===== src/rtl/mux_2to1_arbiter_pkg.sv =====
// rtl/mux_2to1_arbiter_pkg.sv - shared state encodings and defaults for the 2:1 arbiter
package mux_2to1_arbiter_pkg;

  typedef enum logic [1:0] {
    ST_IDLE = 2'b00,
    ST_G0   = 2'b01,
    ST_G1   = 2'b10
  } state_e;

  localparam int MAX_HOLD_DEFAULT = 4;

endpackage


===== src/rtl/mux_2to1_arbiter_hold_counter.sv =====
// rtl/mux_2to1_arbiter_hold_counter.sv - grant hold counter with wrap flag at MAX_HOLD-1
module hold_counter #(
  parameter int MAX_HOLD = 4,
  parameter int CW       = $clog2(MAX_HOLD)
) (
  input  logic clk,
  input  logic rst,
  input  logic clr_i,
  input  logic en_i,
  output logic wrap_o
);

  localparam logic [CW-1:0] CNT_LAST = CW'(MAX_HOLD - 1);

  logic [CW-1:0] cnt_q;
  logic [CW-1:0] cnt_d;

  assign wrap_o = (cnt_q == CNT_LAST);

  // Explicit wrap: MAX_HOLD need not be a power of two.
  always_comb begin
    cnt_d = cnt_q;
    if (clr_i) begin
      cnt_d = '0;
    end else if (en_i) begin
      cnt_d = wrap_o ? '0 : cnt_q + 1'b1;
    end
  end

  always_ff @(posedge clk or posedge rst) begin
    if (rst) begin
      cnt_q <= '0;
    end else begin
      cnt_q <= cnt_d;
    end
  end

endmodule


===== src/rtl/mux_2to1_arbiter_mux.sv =====
// rtl/mux_2to1_arbiter_mux.sv - shared 2:1 datapath mux
module mux_2to1 (
  input  logic [1:0] in_i,
  input  logic       s_i,
  output logic       out_o
);

  assign out_o = in_i[s_i];

endmodule


===== src/rtl/mux_2to1_arbiter.sv =====
// rtl/mux_2to1_arbiter.sv - round-robin arbiter driving the select of a shared 2:1 mux
module mux_2to1_arbiter
  import mux_2to1_arbiter_pkg::*;
#(
  parameter int MAX_HOLD = MAX_HOLD_DEFAULT,
  parameter int CW       = $clog2(MAX_HOLD)
) (
  input  logic       clk,
  input  logic       rst,
  input  logic [1:0] req,
  input  logic [1:0] d,
  output logic [1:0] gnt,
  output logic       sel,
  output logic       out,
  output logic       valid
);

  state_e state_q, state_d;
  logic   last_q, last_d;
  logic   sel_q, sel_d;
  logic   cnt_clr, cnt_en, cnt_wrap;
  logic   take, tgt, k;

  hold_counter #(
    .MAX_HOLD (MAX_HOLD),
    .CW       (CW)
  ) u_hold (
    .clk    (clk),
    .rst    (rst),
    .clr_i  (cnt_clr),
    .en_i   (cnt_en),
    .wrap_o (cnt_wrap)
  );

  always_ff @(posedge clk or posedge rst) begin
    if (rst) begin
      state_q <= ST_IDLE;
      last_q  <= 1'b1;
      sel_q   <= 1'b0;
    end else begin
      state_q <= state_d;
      last_q  <= last_d;
      sel_q   <= sel_d;
    end
  end

  // take/tgt: hand the path to requester tgt, restarting its hold window.
  always_comb begin
    state_d = state_q;
    last_d  = last_q;
    sel_d   = sel_q;
    cnt_clr = 1'b0;
    cnt_en  = 1'b0;
    take    = 1'b0;
    tgt     = 1'b0;
    k       = (state_q == ST_G1);
    case (state_q)
      ST_IDLE: begin
        if (req != 2'b00) begin
          take = 1'b1;
          tgt  = (req == 2'b11) ? ~last_q : req[1];
        end
      end
      ST_G0, ST_G1: begin
        if (!req[k]) begin
          if (req[~k]) begin
            take = 1'b1;
            tgt  = ~k;
          end else begin
            state_d = ST_IDLE;
          end
        end else if (cnt_wrap && req[~k]) begin
          take = 1'b1;
          tgt  = ~k;
        end else begin
          cnt_en = 1'b1;
        end
      end
      default: state_d = ST_IDLE;
    endcase
    if (take) begin
      state_d = tgt ? ST_G1 : ST_G0;
      last_d  = tgt;
      sel_d   = tgt;
      cnt_clr = 1'b1;
    end
  end

  always_comb begin
    gnt   = {state_q == ST_G1, state_q == ST_G0};
    valid = |gnt;
    sel   = sel_q;
  end

  mux_2to1 u_mux (
    .in_i  (d),
    .s_i   (sel_q),
    .out_o (out)
  );

endmodule

===== config.mk =====
export PLATFORM = sky130hd
export DESIGN_NAME = mux_2to1_arbiter
export DESIGN_NICKNAME = d
export VERILOG_FILES = /design/src/rtl/mux_2to1_arbiter_pkg.sv /design/src/rtl/mux_2to1_arbiter_hold_counter.sv /design/src/rtl/mux_2to1_arbiter_mux.sv /design/src/rtl/mux_2to1_arbiter.sv
export SDC_FILE = /design/constraint.sdc
export NUM_CORES = 1
export LEC_CHECK = 0
export CORE_AREA = 2 2 39 41
export CTS_CLUSTER_SIZE = 24
export DETAILED_ROUTE_END_ITERATION = 16
export DIE_AREA = 0 0 41 43
export PLACE_DENSITY_LB_ADDON = 0.3
export SYNTH_ARGS = -nofsm -noshare
export SYNTH_HDL_FRONTEND = slang
export SYNTH_SLANG_ARGS = --single-unit

===== constraint.sdc =====
create_clock -name clk -period 1.9 [get_ports clk]
set_clock_uncertainty 0.2 [all_clocks]
set_input_delay 0.285 -clock clk [delete_from_list [all_inputs] [get_ports clk]]
set_output_delay 0.285 -clock clk [all_outputs]
set_load 0.02 [all_outputs]

# After elaboration in Yosys (flattened, before gate mapping)

Cells that the tools add are included.

Register bits: 6
Bits in latches: 0
Memory bits (writable): 0
Memory bits (read-only): 0
Input port bits: 6
Output and inout port bits: 5
Memories: 0

Add/subtract/negate cells: 1
Multiply operators: 0
Div/mod/pow operators: 0
$lt $le $gt $ge: 3
Equality and inequality tests: 7
Shift operators: 0
Mux-type cells: 29
Bitwise operators: 2
Reductions and logical operators: 6

Operators with widths:

| kind                                                 | number |
|---|---|
| two-way mux 1 bit                                    | 19 |
| two-way mux 2 bit                                    | 7 |
| equality test 2 bit (second input constant)          | 3 |
| < comparator 1 x 2 -> 1 bit (second input constant)  | 3 |
| != test 3 bit (second input constant)                | 2 |
| case mux 1 bit (2 select lines)                      | 2 |
| case mux 2 bit (2 select lines)                      | 1 |
| nonzero test 2 bit                                   | 2 |
| AND reduction 3 bit                                  | 1 |
| adder 2 x 1 -> 2 bit (second input constant)         | 1 |
| equality test 2 x 1 -> 1 bit (second input constant) | 1 |
| logical NOT 2 bit                                    | 1 |
| != test 2 bit (second input constant)                | 1 |
| NOT 1 bit                                            | 2 |
| OR reduction 2 bit                                   | 1 |
| logical AND 1 bit                                    | 1 |

# Longest topological paths before layout

Depth in word-level cells: 10
Gate-level depth with buffers: 6
Mapped depth without buffers: 6

# Hierarchy

A second synthesis with hierarchy kept.

Cells, all modules: 59
Area total of the unflattened synthesis: 551.8 um2

Modules (own cells, without submodules):

| module           | times used | cells an instance | area each (um2) | seq. area each (um2) |
|---|---|---|---|---|
| mux_2to1_arbiter | 1          | 49                | 432.9           | 101.3 |
| hold_counter     | 1          | 9                 | 103.8           | 50.0 |
| mux_2to1         | 1          | 1                 | 15.0            | 0.0 |

# Worst setup path after synthesis

Ideal clock, no wire load.

Path kind: reg-to-reg
Start: register state_q[0]
End: register state_q[1]
Setup time: 0.120 ns
Data arrival time: 1.729 ns
Setup slack: -0.150 ns
Cell stages (with the launch flop): 7
Buffers on the path: 0
Clock period less this slack: 2.050 ns
Path through: dfrtp_1 > inv_1 > ha_1 > and2b_2 > a31oi_1 > o311a_1 > a41o_1

Elaborated cells between the ends (all ways): 25
Classes of those cells: eq/ne: 5; mux: 15; bitwise: 1; reduce/logical: 4

RTL lines:

| element                                                                    | line                   | RTL |
|---|---|---|
| start: declaration                                                         | mux_2to1_arbiter.sv:18 | `state_e state_q, state_d;` |
| start signal: assignment                                                   | mux_2to1_arbiter.sv:41 | `state_q <= state_d;` |
| equality test 2 x 1 -> 1 bit / equality test 2 bit (equally long branches) | --                     |  |
| OR reduction 2 bit (*)                                                     | --                     |  |
| named net valid                                                            | mux_2to1_arbiter.sv:15 | `output logic valid` |
| case mux 1 bit (2 select lines)                                            | mux_2to1_arbiter.sv:57 | `case (state_q)` |
| != test 3 bit (no line), or another cell as far along                      | --                     |  |
| AND reduction 3 bit (no line) / two-way mux 2 bit (equally long branches)  | --                     |  |

Mark *: on every way through the listed nets, which the timed path passes. The rest lies on a longest branch. The select of a mux whose other input is x is not followed.
A chain may end at the register's enable or synchronous reset.

# Final worst setup path

Start: register state_q[0]
End: register u_hold.cnt_q[0]

Word-level cells in the longest chain between the ends: 9
Elaborated cells between the ends (all ways): 19
Classes of those cells: eq/ne: 2; mux: 13; reduce/logical: 4

Ends and longest elaborated chain:

| element                                                        | line                                           | RTL |
|---|---|---|
| equality test 2 bit                                            | mux_2to1_arbiter.sv:56, mux_2to1_arbiter.sv:57 |  |
| two-way mux 1 bit (implied by the code) (2 in series)          | mux_2to1_arbiter.sv:66, mux_2to1_arbiter.sv:72 |  |
| logical AND 1 bit                                              | mux_2to1_arbiter.sv:72                         | `end else if (cnt_wrap && req[~k]) begin` |
| two-way mux 1 bit                                              | mux_2to1_arbiter.sv:72                         |  |
| two-way mux 1 bit                                              | mux_2to1_arbiter.sv:65                         | `if (!req[k]) begin` |
| case mux 1 bit (2 select lines)                                | mux_2to1_arbiter.sv:57                         |  |
| two-way mux 1 bit                                              | mux_2to1_arbiter.sv:81                         | `if (take) begin` |
| two-way mux 2 bit / nonzero test 2 bit (equally long branches) | --                                             |  |
| end signal: assignment                                         | mux_2to1_arbiter_hold_counter.sv:34            | `cnt_q <= cnt_d;` |
| end: declaration                                               | mux_2to1_arbiter_hold_counter.sv:15            | `logic [CW-1:0] cnt_q;` |

Several ways; a longest one is shown, not always the timed one. The select of a mux whose other input is x is not followed.

==> run summary <==
At the end of routability-driven placement, the weighted congestion stood at 0.6641. The register-to-register setup slack came out at -0.04 ns. The post-route antenna net violation count came out at 0. The critical path required time is 1.82 ns. The post-synthesis cell type count is 26.

The summed instance area of the synthesized netlist is 474.2 um^2. The initialized floorplan defines 14 standard-cell rows. In this run the most used layer during global routing was met2. The die area is between 1500 and 2000 um^2. The setup-violating endpoint count in the final report is 1. The starting utilization of the core area is around a third. Clock-pin slew was measured on the worst setup and hold paths at 0.05 ns. The number of filler instances in the final layout is around 130. The final layout contains 86 nets.

Averaged over all synthesized cells, the footprint is around 9.7 um^2. Setup total negative slack on the finished layout was measured at -0.04153 ns. The fraction of met2 tracks used by global routing is about a fifth. The kind of capture point of the worst setup path is a register.

The finished layout holds slightly below 90 standard cells, fillers aside. The critical path's slowest cell is sky130_fd_sc_hd__a2111o_1. The total count of hold-check failures in the final report came out at 0. The static leakage is 0.3645 nW. The number of max-slew violations in the final report was 0. The maximum buffer depth of the clock tree came out at 2.

The number of cells on the worst reg-to-reg path is 6. Before antenna repair, the detailed router went through 4 iterations. The signal on the critical path passes through inv_2, ha_4, mux2_4, a2111o_1, mux2i_1, nor2b_2. The count of placed standard cells including taps came out at 83. The largest fanout on the critical path is 4. The via count came out at 445. The area of the core came out at approximately 1400 um^2. The horizontal die dimension came out at 41 um. In the final layout, the share of cells above drive strength 1 is 43.84%. The worst flop-to-flop path endpoint is u_hold.cnt_q[0]$_DFFE_PP0P_.

The net count after synthesis came out at 61. The checks that failed: setup timing. The delay of the slowest cell on the worst path came out at 0.41 ns. In this run, CTS created clock tree buffers numbering 3. The fmax is between 500 and 600 MHz. The flow ran to the end, but the final reports show violations. The sum of routed wire length over all layers came out at between 1000 and 1500 um. The reported max-cap violation count came out at 0. The largest net degree at the start of global routing is 7. The via count of the first global-routing pass is around 430. The number of buffers inserted by port buffering came out at 10. The wire-length estimate of the detail-placed layout is between 700 and 800 um. In the post-route analysis, the smallest setup slack over all paths is -0.04153 ns.

The die span in y is 43 um. The global-route wire length before repair came out at 1731 um. The number of remaining DRC errors is 0. STA classifies the critical path startpoint as a register.

The critical path data arrival time came out at around 1.9 ns. The startpoint identified for the worst register-to-register timing path is state_q[0]$_DFFE_PP0P_. Global routing finished with a remaining overflow of 0. For this run, the register share of the synthesized area comes to 31.93%. After technology mapping, the gate count stands at just under 50. The maximum VDD drop is 602.3 uV. The placed instances occupy a cell area of roughly 670 um^2. Setup repair after global routing could not meet its margin everywhere. The finished layout cell area is 754.5 um^2. For this run, global-route usage on met1 was measured as about a fifth. The CTS tree is built. The boundary pin count is 11. The global routing met3 resource utilization is 3.141%. The worst path uses 102.2% of the clock period. Clock tree synthesis selected as its root buffer the cell sky130_fd_sc_hd__clkbuf_4.

The measured slew at the worst slew-check pin came out at between 0.3 and 0.4 ns. The path class of the tightest hold or removal check is in2async. The average detailed-routed wire length per instance came out at 12.04 um.

0 antenna diodes ended up in the layout. The clock insertion delay at the later pin of the skew report is 0.25 ns. Dividing total power by cell area gives a power density of 1681 nW/um^2. The critical path starts at state_q[0]$_DFFE_PP0P_. The number of warnings issued by yosys came out at 0. Global routing consumed, over all layers together, 14.57% of the routing resources. The number of H-tree branching levels is 1.

The minimum period implied by the final worst setup slack came out at around 1.9 ns. The worst setup path is of the reg2reg kind. The synthesized design contains 6 register bits. The normalized max-slew margin is 79.49%. The number of clock sinks came out at 6. The number of design-rule violations left by the first detailed-router iteration came out at 14.

The number of antenna violations at the first check in global routing is 0. The area growth from synthesis to layout is 59.10%. Using the TritonRoute via totals, the vias-per-cell ratio works out to roughly 5.0.
## synth_stat cells (all sizes together)
library cell  n  area share (%)
a31oi         1             1.3
nand3         1             1.1
mux2          2             4.7
nand4b        1             1.8
and4b         1             2.4
a41o          1             2.1
o21ai         2             2.1
a211o         1             1.8
buf           1             1.6
dfstp         1             5.5
nor2          5             4.0
a2111o        1             2.4
a21o          2             3.2
nand2b        1             1.3
nor2b         2             2.6
mux2i         2             4.2
nand2         2             1.6
o311a         1             2.1
ha            6              16
a21oi         3             3.2
and2b         2             4.0
dfrtp         5              26
or2b          1             1.6
inv           4             3.2
## placed cells by master, fill, tap and decap left out, types with 2 or more instances in the layout
cell type,netlist,final
sky130_fd_sc_hd__inv_1,4,2
sky130_fd_sc_hd__a21oi_1,3,3
sky130_fd_sc_hd__a21o_1,2,2
sky130_fd_sc_hd__dlygate4sd2_1,0,3
sky130_fd_sc_hd__mux2i_1,2,2
sky130_fd_sc_hd__nand2_1,2,2
sky130_fd_sc_hd__clkdlybuf4s50_1,0,6
sky130_fd_sc_hd__buf_4,1,11
sky130_fd_sc_hd__ha_1,6,2
sky130_fd_sc_hd__ha_2,0,2
sky130_fd_sc_hd__dfrtp_1,5,4
sky130_fd_sc_hd__ha_4,0,2
sky130_fd_sc_hd__nor2_1,5,5
sky130_fd_sc_hd__inv_2,0,2
sky130_fd_sc_hd__clkbuf_4,0,3
## registers in the layout, indices dropped and copies added, names as in the netlist
register and cells:
u_hold.cnt_q 2, sel 1, state_q 2, last_q 1
## worst max-delay path: cells and delay by family (launching register included)
family	cells	cell delay, ns
buffers and inverters	1	0.11
adder cells (fa/ha/maj)	1	0.16
AND/OR/NAND/NOR	1	0.06
flip-flops	1	0.38
multiplexers	2	0.51
AO/OA/AOI/OAI	1	0.41
## cells by family (layout without fill, tap and decap cells)
logic type / Yosys count / count (layout) / share of synthesized area (%)
and+or+nand+nor: 16 / 16 / 20.32
adders and majority gates: 6 / 6 / 15.83
DFF: 6 / 6 / 31.93
AOI/OAI and AO/OA: 12 / 12 / 18.21
buffers and inverters: 5 / 29 / 4.749
muxes: 4 / 4 / 8.971
## per-stage QoR
stage                     power, mW  setup slack [ns]  utilization, %  hold slack (ns)
final                         1.269          -0.04153           54.52          0.04894
after CTS                     1.182          -0.03799           51.18          0.05087
after global placement        1.045          -0.07575           48.37           0.2982
after floorplan              0.7757          -0.03661               -          -0.1248
after detailed placement      1.053           -0.1110           48.37           0.3075
after global routing          1.371           -0.1192           54.52          0.07289
## what timing repair did
item | CTS | global route
resized for setup | 9 | 9
pin swaps | 4 | 5
gates cloned | 0 | 0
hold buffers | 0 | 0
setup endpoints to repair | 9 | 6
buffers inserted | 0 | 2
## layer usage
metal,vias to the layer above,routed length (um),part of all wire (%)
met3,2,40,3.7
met5,-,0,0
met2,11,511,48
li1,224,-,-
met1,208,507,47
met4,0,13,1.2
## how the worst max path moves through the flow
stage / end / cells after the start / slack (ns)
6_report: u_hold.cnt_q[0]$_DFFE_PP0P_ / 6 / -0.04
5_1_grt: u_hold.cnt_q[0]$_DFFE_PP0P_ / 6 / -0.12
4_1_cts: u_hold.cnt_q[0]$_DFFE_PP0P_ / 7 / -0.04
3_5_place_dp: u_hold.cnt_q[0]$_DFFE_PP0P_ / 5 / -0.11
3_3_place_gp: state_q[1]$_DFFE_PP0P_ / 6 / -0.08
2_1_floorplan: u_hold.cnt_q[0]$_DFFE_PP0P_ / 6 / -0.04
## report_power, final
| part | switching, mW | internal, mW |
|---|---|---|
| registers | 0.0487 | 0.200 |
| clock network | 0.0471 | 0.0796 |
| logic | 0.422 | 0.472 |
| total | 0.517 | 0.751 |
## area by class of cell
type / count / area, um^2 / area share [%]
Clock buffer: 4 / 26.28 / 3.483
Multi-Input combinational cell: 38 / 366.6 / 48.59
Inverter: 4 / 15.01 / 1.990
Tap cell: 16 / 20.02 / 2.653
Timing Repair Buffer: 21 / 173.9 / 23.05
Sequential cell: 6 / 152.6 / 20.23
Power figures use the tool's default switching activity.
